===== src/rtl/square_col_accum_if.sv =====
// Stream bundle between the partial-product source, the column accumulator and the limb consumer.
// The master side drives products and accepts limbs. The slave side is the accumulator.
interface square_col_accum_if #(
  parameter int NUM_LIMBS = 2,
  parameter int LIMB_W    = 42
);
  localparam int NCOL = 2 * NUM_LIMBS;
  localparam int CW   = $clog2(NCOL);

  logic                  in_valid;
  logic                  in_ready;
  logic [2*LIMB_W+1:0]   in_data;
  logic [CW-1:0]         in_col;
  logic                  in_last;
  logic                  out_valid;
  logic                  out_ready;
  logic [LIMB_W-1:0]     out_limb;
  logic [CW-1:0]         out_idx;
  logic                  out_last;
  logic                  busy;
  logic                  err;

  modport master (
    output in_valid, in_data, in_col, in_last, out_ready,
    input  in_ready, out_valid, out_limb, out_idx, out_last, busy, err
  );

  modport slave (
    input  in_valid, in_data, in_col, in_last, out_ready,
    output in_ready, out_valid, out_limb, out_idx, out_last, busy, err
  );
endinterface


===== src/rtl/square_col_accum.sv =====
// Sums column-tagged partial products into wide column registers.
// It then carry-normalises the columns and emits the square one limb per cycle, LS limb first.
module square_col_accum #(
  parameter int NUM_LIMBS = 2,
  parameter int LIMB_W    = 42,
  parameter int ACC_W     = 52
) (
  input logic                clk,
  input logic                rst_n,
  square_col_accum_if.slave  sq_io
);
  localparam int NCOL = 2 * NUM_LIMBS;
  localparam int CW   = $clog2(NCOL);
  localparam int HI_W = LIMB_W + 2;
  localparam int CY_W = ACC_W - LIMB_W + 1;

  typedef enum logic {ST_ACCUM, ST_NORM} state_t;

  state_t              state_q;
  logic [ACC_W-1:0]    acc_q [NCOL];
  logic [CY_W-1:0]     carry_q;
  logic [CW-1:0]       j_q;
  logic                norm_go_q;
  logic                in_ready_q;
  logic                out_valid_q;
  logic                out_last_q;
  logic                busy_q;
  logic                err_q;
  logic [LIMB_W-1:0]   out_limb_q;
  logic [CW-1:0]       out_idx_q;

  logic                in_fire;
  logic                col_ok;
  logic                top_drop_err;
  logic [LIMB_W-1:0]   lo_part;
  logic [HI_W-1:0]     hi_part;
  logic [ACC_W:0]      col_sum [NCOL];
  logic [NCOL-1:0]     col_ovf;
  logic [ACC_W:0]      norm_sum;

  assign in_fire      = sq_io.in_valid & in_ready_q;
  assign lo_part      = sq_io.in_data[LIMB_W-1:0];
  assign hi_part      = sq_io.in_data[2*LIMB_W+1:LIMB_W];
  assign col_ok       = 32'(sq_io.in_col) < NCOL;
  // The upper half of a product landing in the top column has nowhere to go.
  assign top_drop_err = col_ok && (32'(sq_io.in_col) == NCOL - 1) && (hi_part != '0);

  for (genvar gi = 0; gi < NCOL; gi++) begin : g_col
    logic [ACC_W-1:0] addend;
    always_comb begin
      addend = '0;
      if (32'(sq_io.in_col) == gi)
        addend = ACC_W'(lo_part);
      else if (gi > 0 && 32'(sq_io.in_col) == gi - 1)
        addend = ACC_W'(hi_part);
    end
    assign col_sum[gi] = {1'b0, acc_q[gi]} + {1'b0, addend};
    assign col_ovf[gi] = col_sum[gi][ACC_W];
  end

  assign norm_sum = {1'b0, acc_q[j_q]} + (ACC_W + 1)'(carry_q);

  always_ff @(posedge clk or negedge rst_n) begin
    if (!rst_n) begin
      state_q     <= ST_ACCUM;
      for (int k = 0; k < NCOL; k++) acc_q[k] <= '0;
      carry_q     <= '0;
      j_q         <= '0;
      norm_go_q   <= 1'b0;
      in_ready_q  <= 1'b1;
      out_valid_q <= 1'b0;
      out_last_q  <= 1'b0;
      busy_q      <= 1'b0;
      err_q       <= 1'b0;
      out_limb_q  <= '0;
      out_idx_q   <= '0;
    end else begin
      case (state_q)
        ST_ACCUM: begin
          if (in_fire) begin
            if (col_ok) begin
              for (int k = 0; k < NCOL; k++) acc_q[k] <= col_sum[k][ACC_W-1:0];
              if ((|col_ovf) || top_drop_err) err_q <= 1'b1;
            end else begin
              err_q <= 1'b1;
            end
            if (sq_io.in_last) begin
              state_q    <= ST_NORM;
              in_ready_q <= 1'b0;
              busy_q     <= 1'b1;
              j_q        <= '0;
              carry_q    <= '0;
              norm_go_q  <= 1'b0;
            end
          end
        end
        ST_NORM: begin
          // One settle cycle places the first limb two cycles after the final product.
          if (!norm_go_q) begin
            norm_go_q <= 1'b1;
          end else if (!out_valid_q || sq_io.out_ready) begin
            if (out_valid_q && out_last_q) begin
              if (carry_q != '0) err_q <= 1'b1;
              for (int k = 0; k < NCOL; k++) acc_q[k] <= '0;
              out_valid_q <= 1'b0;
              out_last_q  <= 1'b0;
              busy_q      <= 1'b0;
              in_ready_q  <= 1'b1;
              carry_q     <= '0;
              j_q         <= '0;
              norm_go_q   <= 1'b0;
              state_q     <= ST_ACCUM;
            end else begin
              out_limb_q  <= norm_sum[LIMB_W-1:0];
              out_idx_q   <= j_q;
              out_last_q  <= (32'(j_q) == NCOL - 1);
              out_valid_q <= 1'b1;
              carry_q     <= norm_sum[ACC_W:LIMB_W];
              j_q         <= j_q + 1'b1;
            end
          end
        end
        default: state_q <= ST_ACCUM;
      endcase
    end
  end

  assign sq_io.in_ready  = in_ready_q;
  assign sq_io.out_valid = out_valid_q;
  assign sq_io.out_limb  = out_limb_q;
  assign sq_io.out_idx   = out_idx_q;
  assign sq_io.out_last  = out_last_q;
  assign sq_io.busy      = busy_q;
  assign sq_io.err       = err_q;
endmodule


===== src/flat_wrapper.sv =====
// flat-port wrapper written by rule: the top's interface ports become plain ports
module square_col_accum_flat 
#(
  parameter int NUM_LIMBS = 2,
  parameter int LIMB_W    = 42,
  parameter int ACC_W     = 52
)
  (clk, rst_n, sq_io_in_valid, sq_io_in_data, sq_io_in_col, sq_io_in_last, sq_io_out_ready, sq_io_in_ready, sq_io_out_valid, sq_io_out_limb, sq_io_out_idx, sq_io_out_last, sq_io_busy, sq_io_err);
  square_col_accum_if #(.NUM_LIMBS(NUM_LIMBS), .LIMB_W(LIMB_W)) sq_io_i ();
  input logic clk;
  input logic rst_n;
  input wire logic [$bits(sq_io_i.in_valid)-1:0] sq_io_in_valid;
  input wire logic [$bits(sq_io_i.in_data)-1:0] sq_io_in_data;
  input wire logic [$bits(sq_io_i.in_col)-1:0] sq_io_in_col;
  input wire logic [$bits(sq_io_i.in_last)-1:0] sq_io_in_last;
  input wire logic [$bits(sq_io_i.out_ready)-1:0] sq_io_out_ready;
  output wire logic [$bits(sq_io_i.in_ready)-1:0] sq_io_in_ready;
  output wire logic [$bits(sq_io_i.out_valid)-1:0] sq_io_out_valid;
  output wire logic [$bits(sq_io_i.out_limb)-1:0] sq_io_out_limb;
  output wire logic [$bits(sq_io_i.out_idx)-1:0] sq_io_out_idx;
  output wire logic [$bits(sq_io_i.out_last)-1:0] sq_io_out_last;
  output wire logic [$bits(sq_io_i.busy)-1:0] sq_io_busy;
  output wire logic [$bits(sq_io_i.err)-1:0] sq_io_err;
  assign sq_io_i.in_valid = sq_io_in_valid;
  assign sq_io_i.in_data = sq_io_in_data;
  assign sq_io_i.in_col = sq_io_in_col;
  assign sq_io_i.in_last = sq_io_in_last;
  assign sq_io_i.out_ready = sq_io_out_ready;
  assign sq_io_in_ready = sq_io_i.in_ready;
  assign sq_io_out_valid = sq_io_i.out_valid;
  assign sq_io_out_limb = sq_io_i.out_limb;
  assign sq_io_out_idx = sq_io_i.out_idx;
  assign sq_io_out_last = sq_io_i.out_last;
  assign sq_io_busy = sq_io_i.busy;
  assign sq_io_err = sq_io_i.err;
  square_col_accum #(.NUM_LIMBS(NUM_LIMBS), .LIMB_W(LIMB_W), .ACC_W(ACC_W)) u_core (.clk(clk), .rst_n(rst_n), .sq_io(sq_io_i));
endmodule

===== config.mk =====
export PLATFORM = sky130hd
export DESIGN_NAME = square_col_accum_flat
export DESIGN_NICKNAME = d
export VERILOG_FILES = /design/src/rtl/square_col_accum_if.sv /design/src/rtl/square_col_accum.sv /design/src/flat_wrapper.sv
export SDC_FILE = /design/constraint.sdc
export NUM_CORES = 1
export LEC_CHECK = 0
export CORE_UTILIZATION = 35
export CTS_BUF_LIST = sky130_fd_sc_hd__clkbuf_2 sky130_fd_sc_hd__clkbuf_4 sky130_fd_sc_hd__clkbuf_8
export CTS_CLUSTER_DIAMETER = 50
export CTS_CLUSTER_SIZE = 16
export DETAILED_ROUTE_END_ITERATION = 16
export HOLD_SLACK_MARGIN = 0.06
export SLEW_MARGIN = 20
export SYNTH_ARGS = -nofsm -noshare
export SYNTH_HDL_FRONTEND = slang
export SYNTH_SLANG_ARGS = --single-unit

===== constraint.sdc =====
create_clock -name clk -period 8.35 [get_ports clk]
set_input_delay 1.67 -clock clk [delete_from_list [all_inputs] [get_ports clk]]
set_output_delay 1.67 -clock clk [all_outputs]
set_load 0.05 [all_outputs]

; ---- Yosys cells after proc, flatten, opt, wreduce, memory -nomap -nowiden
; Cells that the tools add are included.
[totals]
reg_bits = 272
elab_cells = 107
in_bits = 93
[op_classes]
magnitude_cmp = 1
addsub = 6
mux = 54
n_eq_ne = 11
n_reduce_logical = 16
bitwise_logic = 4
[ops]
columns = cell, n
row1 = $mux W208, 4
row2 = $pmux W208 S2, 1
row3 = $mux W44, 6
row4 = $add A52 B44 Y53, 2
row5 = $add A52 B52 Y53, 2
row6 = $bmux W52 S2, 1
row7 = $mux W52, 2
row8 = $mux W11, 5
row9 = $add A52 B11 Y53, 1
row10 = $reduce_bool A44 Y1, 1
row11 = $mux W42, 1
row12 = $mux W1, 22
row13 = $pmux W11 S2, 1
row14 = $reduce_and A4 Y1, 3
row15 = $reduce_bool A11 Y1, 1
row16 = $mux W2, 5
row17 = $ne A2 B2 Y1 const B, 5
row18 = $pmux W1 S2, 5
row19 = $eq A2 B2 Y1 const B, 3
row20 = $reduce_and A6 Y1, 1
row21 = $reduce_and A5 Y1, 1
row22 = $ne A2 B1 Y1 const B, 2
row23 = $pmux W2 S2, 1
row24 = $reduce_or A4 Y1, 1
row25 = 12 further kinds, 15

; ---- Longest topological paths before layout
[logic_depth]
depth_word = 9
ltp_mapped = 19

; ---- Worst setup path after synthesis
; Ideal clock, no wire load.
[synth_timing]
kind = input-to-reg
startpoint = input port sq_io_in_col[0]
endpoint = register u_core.acc_q[36] (netlist bit)
setup_ns = 0.139
path_slack_ns = 2.892
arrival_time_ns = 5.320
stages = 16
t_required_ns = 8.211
path_cell_list = clkbuf_1 clkbuf_1 mux2i_1 nor2b_1 ha_1 fa_1 a211oi_1 or3_1 nand4_1 o31a_1 a21oi_2 nor4_1 o41ai_2 nor3_1 o41ai_1 nand3_1
[synth_via]
elab_chain_len = 6
word_cells_on_any_way = 7
classes_between = add/sub (1) / eq/ne (2) / mux (4)
[synth_rtl]
columns = item, line
row1 = start: declaration, flat_wrapper.sv:14  ; input wire logic [$bits(sq_io_i.in_col)-1:0] sq_io_in_col;
row2 = $eq A2 B2 Y1, square_col_accum.sv:54  ; else if (gi > 0 && 32'(sq_io.in_col) == gi - 1)
row3 = $mux W44, square_col_accum.sv:54
row4 = $mux W44 *, square_col_accum.sv:52  ; if (32'(sq_io.in_col) == gi)
row5 = $add A52 B44 Y53 *, square_col_accum.sv:57  ; assign col_sum[gi] = {1'b0, acc_q[gi]} + {1'b0, addend};
row6 = $mux W208 *, square_col_accum.sv:80  ; if (in_fire) begin
row7 = $pmux W208 S2 *, square_col_accum.sv:78  ; case (state_q)
row8 = end: declaration, square_col_accum.sv:20  ; logic [ACC_W-1:0] acc_q [NCOL];
; Every way passes the cells marked *; elsewhere a longest branch is shown, timed or not. The select of a mux whose other input is x is not followed.
; A chain may end at the register's enable or synchronous reset.

; ---- Worst setup path after layout
[layout_timing]
startpoint = input port sq_io_in_col[0]
endpoint = register u_core.acc_q[102] (netlist bit)
[layout_via]
elab_chain_len = 6
word_cells_on_any_way = 7
classes_between = add/sub (1) / eq/ne (2) / mux (4)
[layout_rtl]
columns = item, line
row1 = $eq A2 B1 Y1, square_col_accum.sv:54
row2 = $mux W44, square_col_accum.sv:54
row3 = $mux W44 *, square_col_accum.sv:52
row4 = $add A52 B44 Y53 *, square_col_accum.sv:57
row5 = $mux W208 *, square_col_accum.sv:80
row6 = $pmux W208 S2 *, square_col_accum.sv:78
; Marks and branches as above.

==> flow_metrics.tcl <==
set metrics [dict create \
    tritoncts.num_buffers 41 \
    fp.coreArea_sq_um 68500 \
    post-route-drc-count 0 \
    global_route.overflow_total 0 \
    worst_rel_slew_slack_pct 21.2 \
    pwr_density_cell_nw_per_um2 112 \
    groute.usage.overall_pct 24.5 \
    timing.setup.tns_ps 0 \
    largest_net_degree_at_the_start_of_global_routing 188 \
    floorplan.initialDensity_pct 35.4 \
    clock.fmax_mhz 161 \
    detailedRoute.firstIterationViolations 2355 \
    p_leak_nw 12.0 \
    worst_ir_drop_vdd_uv 84.0 \
    critical_path.cell_chain "buf_4 > nor2b_4 > a22o_1 > ha_1 > fa_1 > a21o_1 > a31oi_1 > nor4_1 > o22a_1 > a31oi_1 > o211ai_1 > a2111o_1 > nand2_1 > or3_1 > a21oi_1" \
    dp.final_hpwl_mm 66.0 \
    max_slew.worst_pin.slew_ps 1170 \
    count_of_h_tree_levels_built_during_cts 2 \
    max-cap-violations 0 \
    synth_sequential_area_ratio_pct 28.1 \
    cts-hold-fix-buffers 0 \
    postSynthRegisterBits 272 \
    detailroute.via_count 22800 \
    cp_data_arrival_time_ps 6780 \
    clk_pin_slew_ps 80 \
    part_of_the_total_power_dissipated_in_the_clock_network_pct 44.1 \
    worst_hold_path_cells 2 \
    hold_path_end "u_core.sq_io.out_limb[0]" \
    synth_cell_type_count 89 \
    critical_path_required_ps 8930 \
    wl_per_cell_um 22.7 \
    root_buffer "clkbuf_8" \
    count_of_tritonroute_iterations_in_the_first_routing_pass 8 \
    postCtsResizedCells 0 \
    io-pin-count 142 \
    seq_power_share_pct 43.3 \
    antenna_violating_nets_left 0 \
    drive_above_1_share_pct 6.42 \
    synth.net_count 3170 \
    rsz0062_at_grt "no" \
    final_max_slew_viol_count 0 \
    tritoncts "yes" \
    r2r-start "u_core.j_q[1]" \
    path_class "primary input to flop" \
    ys.warnings.count 0 \
    outcome "finished, final reports clean" \
    clockBufferDepth 3 \
    critical-path-top-cell-by-count "a31oi_1" \
    grt_pass1_wl_mm 133 \
    switching_share_pct 30.2 \
    syn_avg_cell_area_sq_um 8.39 \
    antenna_violations_before_repair 2 \
    netSwitchingPower_mw 0.917 \
    areaGrowthSynthToFinish_pct 12.5 \
    final_core_util_pct 39.8 \
    clk-insertion-delay-late_ps 670 \
    cp_slowest_stage_delay_ps 750 \
    synth_enable_flop_cells 0 \
    cp-end-kind "flop" \
    comb_pwr_share_pct 12.5 \
    netlist_instances 2886 \
    dr_vias_cell 5.94 \
    die_height_um 265 \
    nets 3212 \
    syn_area_sq_um 24200 \
    layout_setup_ws_ps 2150 \
    setup_violations 0 \
    numPortBuffers 141 \
    setup.reg_to_reg.worst_slack_ps 3580 \
    first_global_vias 21700 \
    r2r.worst_path.cells 14 \
    report.final.hold_viol_count 0 \
    die-width_um 265 \
    layout_min_cycle_time_ps 6200 \
    r2r_end "u_core.carry_q[2]" \
    pre_cts_slack_ps 1610 \
    detailed_route_wire_length_mm 87.2 \
    routabilityCongestion 0.955 \
    timing.hold.worst.start "u_core.sq_io.out_limb[0]" \
    skew_ps 35.3 \
    synthArstFlopShare_pct 100 \
    synth-main-ff-cell "dfrtp_1" \
    hold_path.class "flop to flop" \
    critical_path_peak_fanout 46 \
    cts_num_sinks 272 \
    worst_setup_path_start_kind "primary input" \
    die-area_sq_um 70200 \
    cts_setup_buffers 0 \
    timing.critical_path.slowest_stage_cell "buf_4" \
    fin_crit_sh_pct 74.2 \
    p_int_mw 2.12 \
    number_of_rows_in_the_core_area 96 \
]
[placed cells by master (no fill, tap or decap), types with 20 or more instances in the layout]
| master | instances |
|---|---|
| inv_1 | 60 |
| o21ai_1 | 81 |
| a21o_1 | 108 |
| clkbuf_8 | 46 |
| mux2i_1 | 51 |
| xor2_1 | 94 |
| and2_1 | 61 |
| nor3_1 | 27 |
| o21bai_1 | 41 |
| o211ai_1 | 21 |
| o21ai_0 | 224 |
| mux4_2 | 51 |
| dfrtp_1 | 269 |
| xnor2_1 | 114 |
| nor2b_1 | 60 |
| o21a_1 | 20 |
| a22o_1 | 53 |
| a31oi_1 | 23 |
| nand3_1 | 138 |
| a21oi_1 | 194 |
| clkdlybuf4s50_1 | 138 |
| and3_1 | 36 |
| nor4_1 | 21 |
| ha_1 | 186 |
| nand4_1 | 50 |
| nor2_1 | 163 |
| nand2_1 | 342 |
[cell families after synthesis]
family	Yosys count	synth area share [%]
flops	272	28.1
mux	104	6.95
xor+xnor	208	7.53
compound gates	900	23.7
buf+inv	218	3.63
fa+ha+maj	191	10.0
simple gates	993	20.0
[synthesized netlist by cell type (all sizes together) (22+ instances only)]
master,n,area (sq um)
o21ai,307,1540
ha,186,2330
buf,32,180
a31oi,24,156
nand3,140,701
nor3,30,178
inv,60,225
nand4,51,334
nor2b,62,388
nor4,22,144
xor2,94,823
xnor2,114,998
nand2,342,1280
mux2i,51,510
and2,62,390
nor2,167,629
mux4,51,1150
o21bai,41,308
clkbuf,126,473
and3,36,225
a21o,108,811
dfrtp,271,6780
a21oi,198,1010
a22o,54,482
[how the worst max path moves through the flow]
| stage | startpoint | end | slack [ps] | depth (start not counted) |
|---|---|---|---|---|
| 2_1_floorplan | sq_io_in_col[0] | u_core.acc_q[36] | 2890 | 16 |
| 3_3_place_gp | sq_io_in_col[0] | u_core.acc_q[102] | 1680 | 15 |
| 3_5_place_dp | sq_io_in_col[0] | u_core.acc_q[102] | 1610 | 15 |
| 4_1_cts | sq_io_in_col[0] | u_core.acc_q[102] | 2320 | 15 |
| 5_1_grt | sq_io_in_col[1] | u_core.acc_q[102] | 2040 | 15 |
| 6_report | sq_io_in_col[0] | u_core.acc_q[102] | 2150 | 15 |
[per-stage QoR]
step                      instance area (sq um)  total power, mW  std cells  hold WS, ps
after floorplan                           24200             1.55       2886          454
after global placement                    26300             1.72       3767          459
after detailed placement                  26300             1.72       3767          462
after CTS                                 27200             3.06       3841          483
after global routing                      27200             3.15       3842          502
final                                     27200             3.04       3843          477
[sequential cells by signal, summed over array words and instances (netlist names)]
name                    count
u_core.sq_io.out_last       1
u_core.state_q              1
u_core.sq_io.err            1
u_core.acc_q              208
u_core.norm_go_q            1
u_core.sq_io.busy           1
u_core.sq_io.out_idx        2
u_core.sq_io.out_valid      1
u_core.sq_io.in_ready       1
u_core.carry_q             11
u_core.j_q                  2
u_core.sq_io.out_limb      42
[worst max-delay path, delay by kind of cell]
kind / cells / cell delay, ps
compound gates: 8 / 2030
fa+ha+maj: 2 / 450
buf+inv: 1 / 750
simple gates: 4 / 1850
[metal layers]
metal	part of all wire, %	vias to the layer above	global-route usage, %
met1	45	11100	34.4
met3	7.3	153	4.22
li1	-	10700	-
met4	3.1	0	7.58
met5	0	-	0
met2	44	881	38.3
[layout make-up]
class                   count  area, sq um
multi-input cells        2396        16600
diodes                      2         5.00
fillers                  6993        41200
flip-flops and latches    272         6810
repair buffers            157         1550
clock inverters            21          253
well taps                 882         1100
inverters                  60          225
clock buffers              53          686
[power groups by stage]
| stage | sequential [mW] | clock (mW) | combinational, mW |
|---|---|---|---|
| final | 1.32 | 1.34 | 0.381 |
| after global routing | 1.32 | 1.42 | 0.414 |
| after CTS | 1.32 | 1.37 | 0.378 |
| after detailed placement | 1.34 | 0 | 0.376 |
| after global placement | 1.34 | 0 | 0.376 |
| after floorplan | 1.34 | 0 | 0.211 |
No activity file was read; power rests on OpenSTA's default activity.
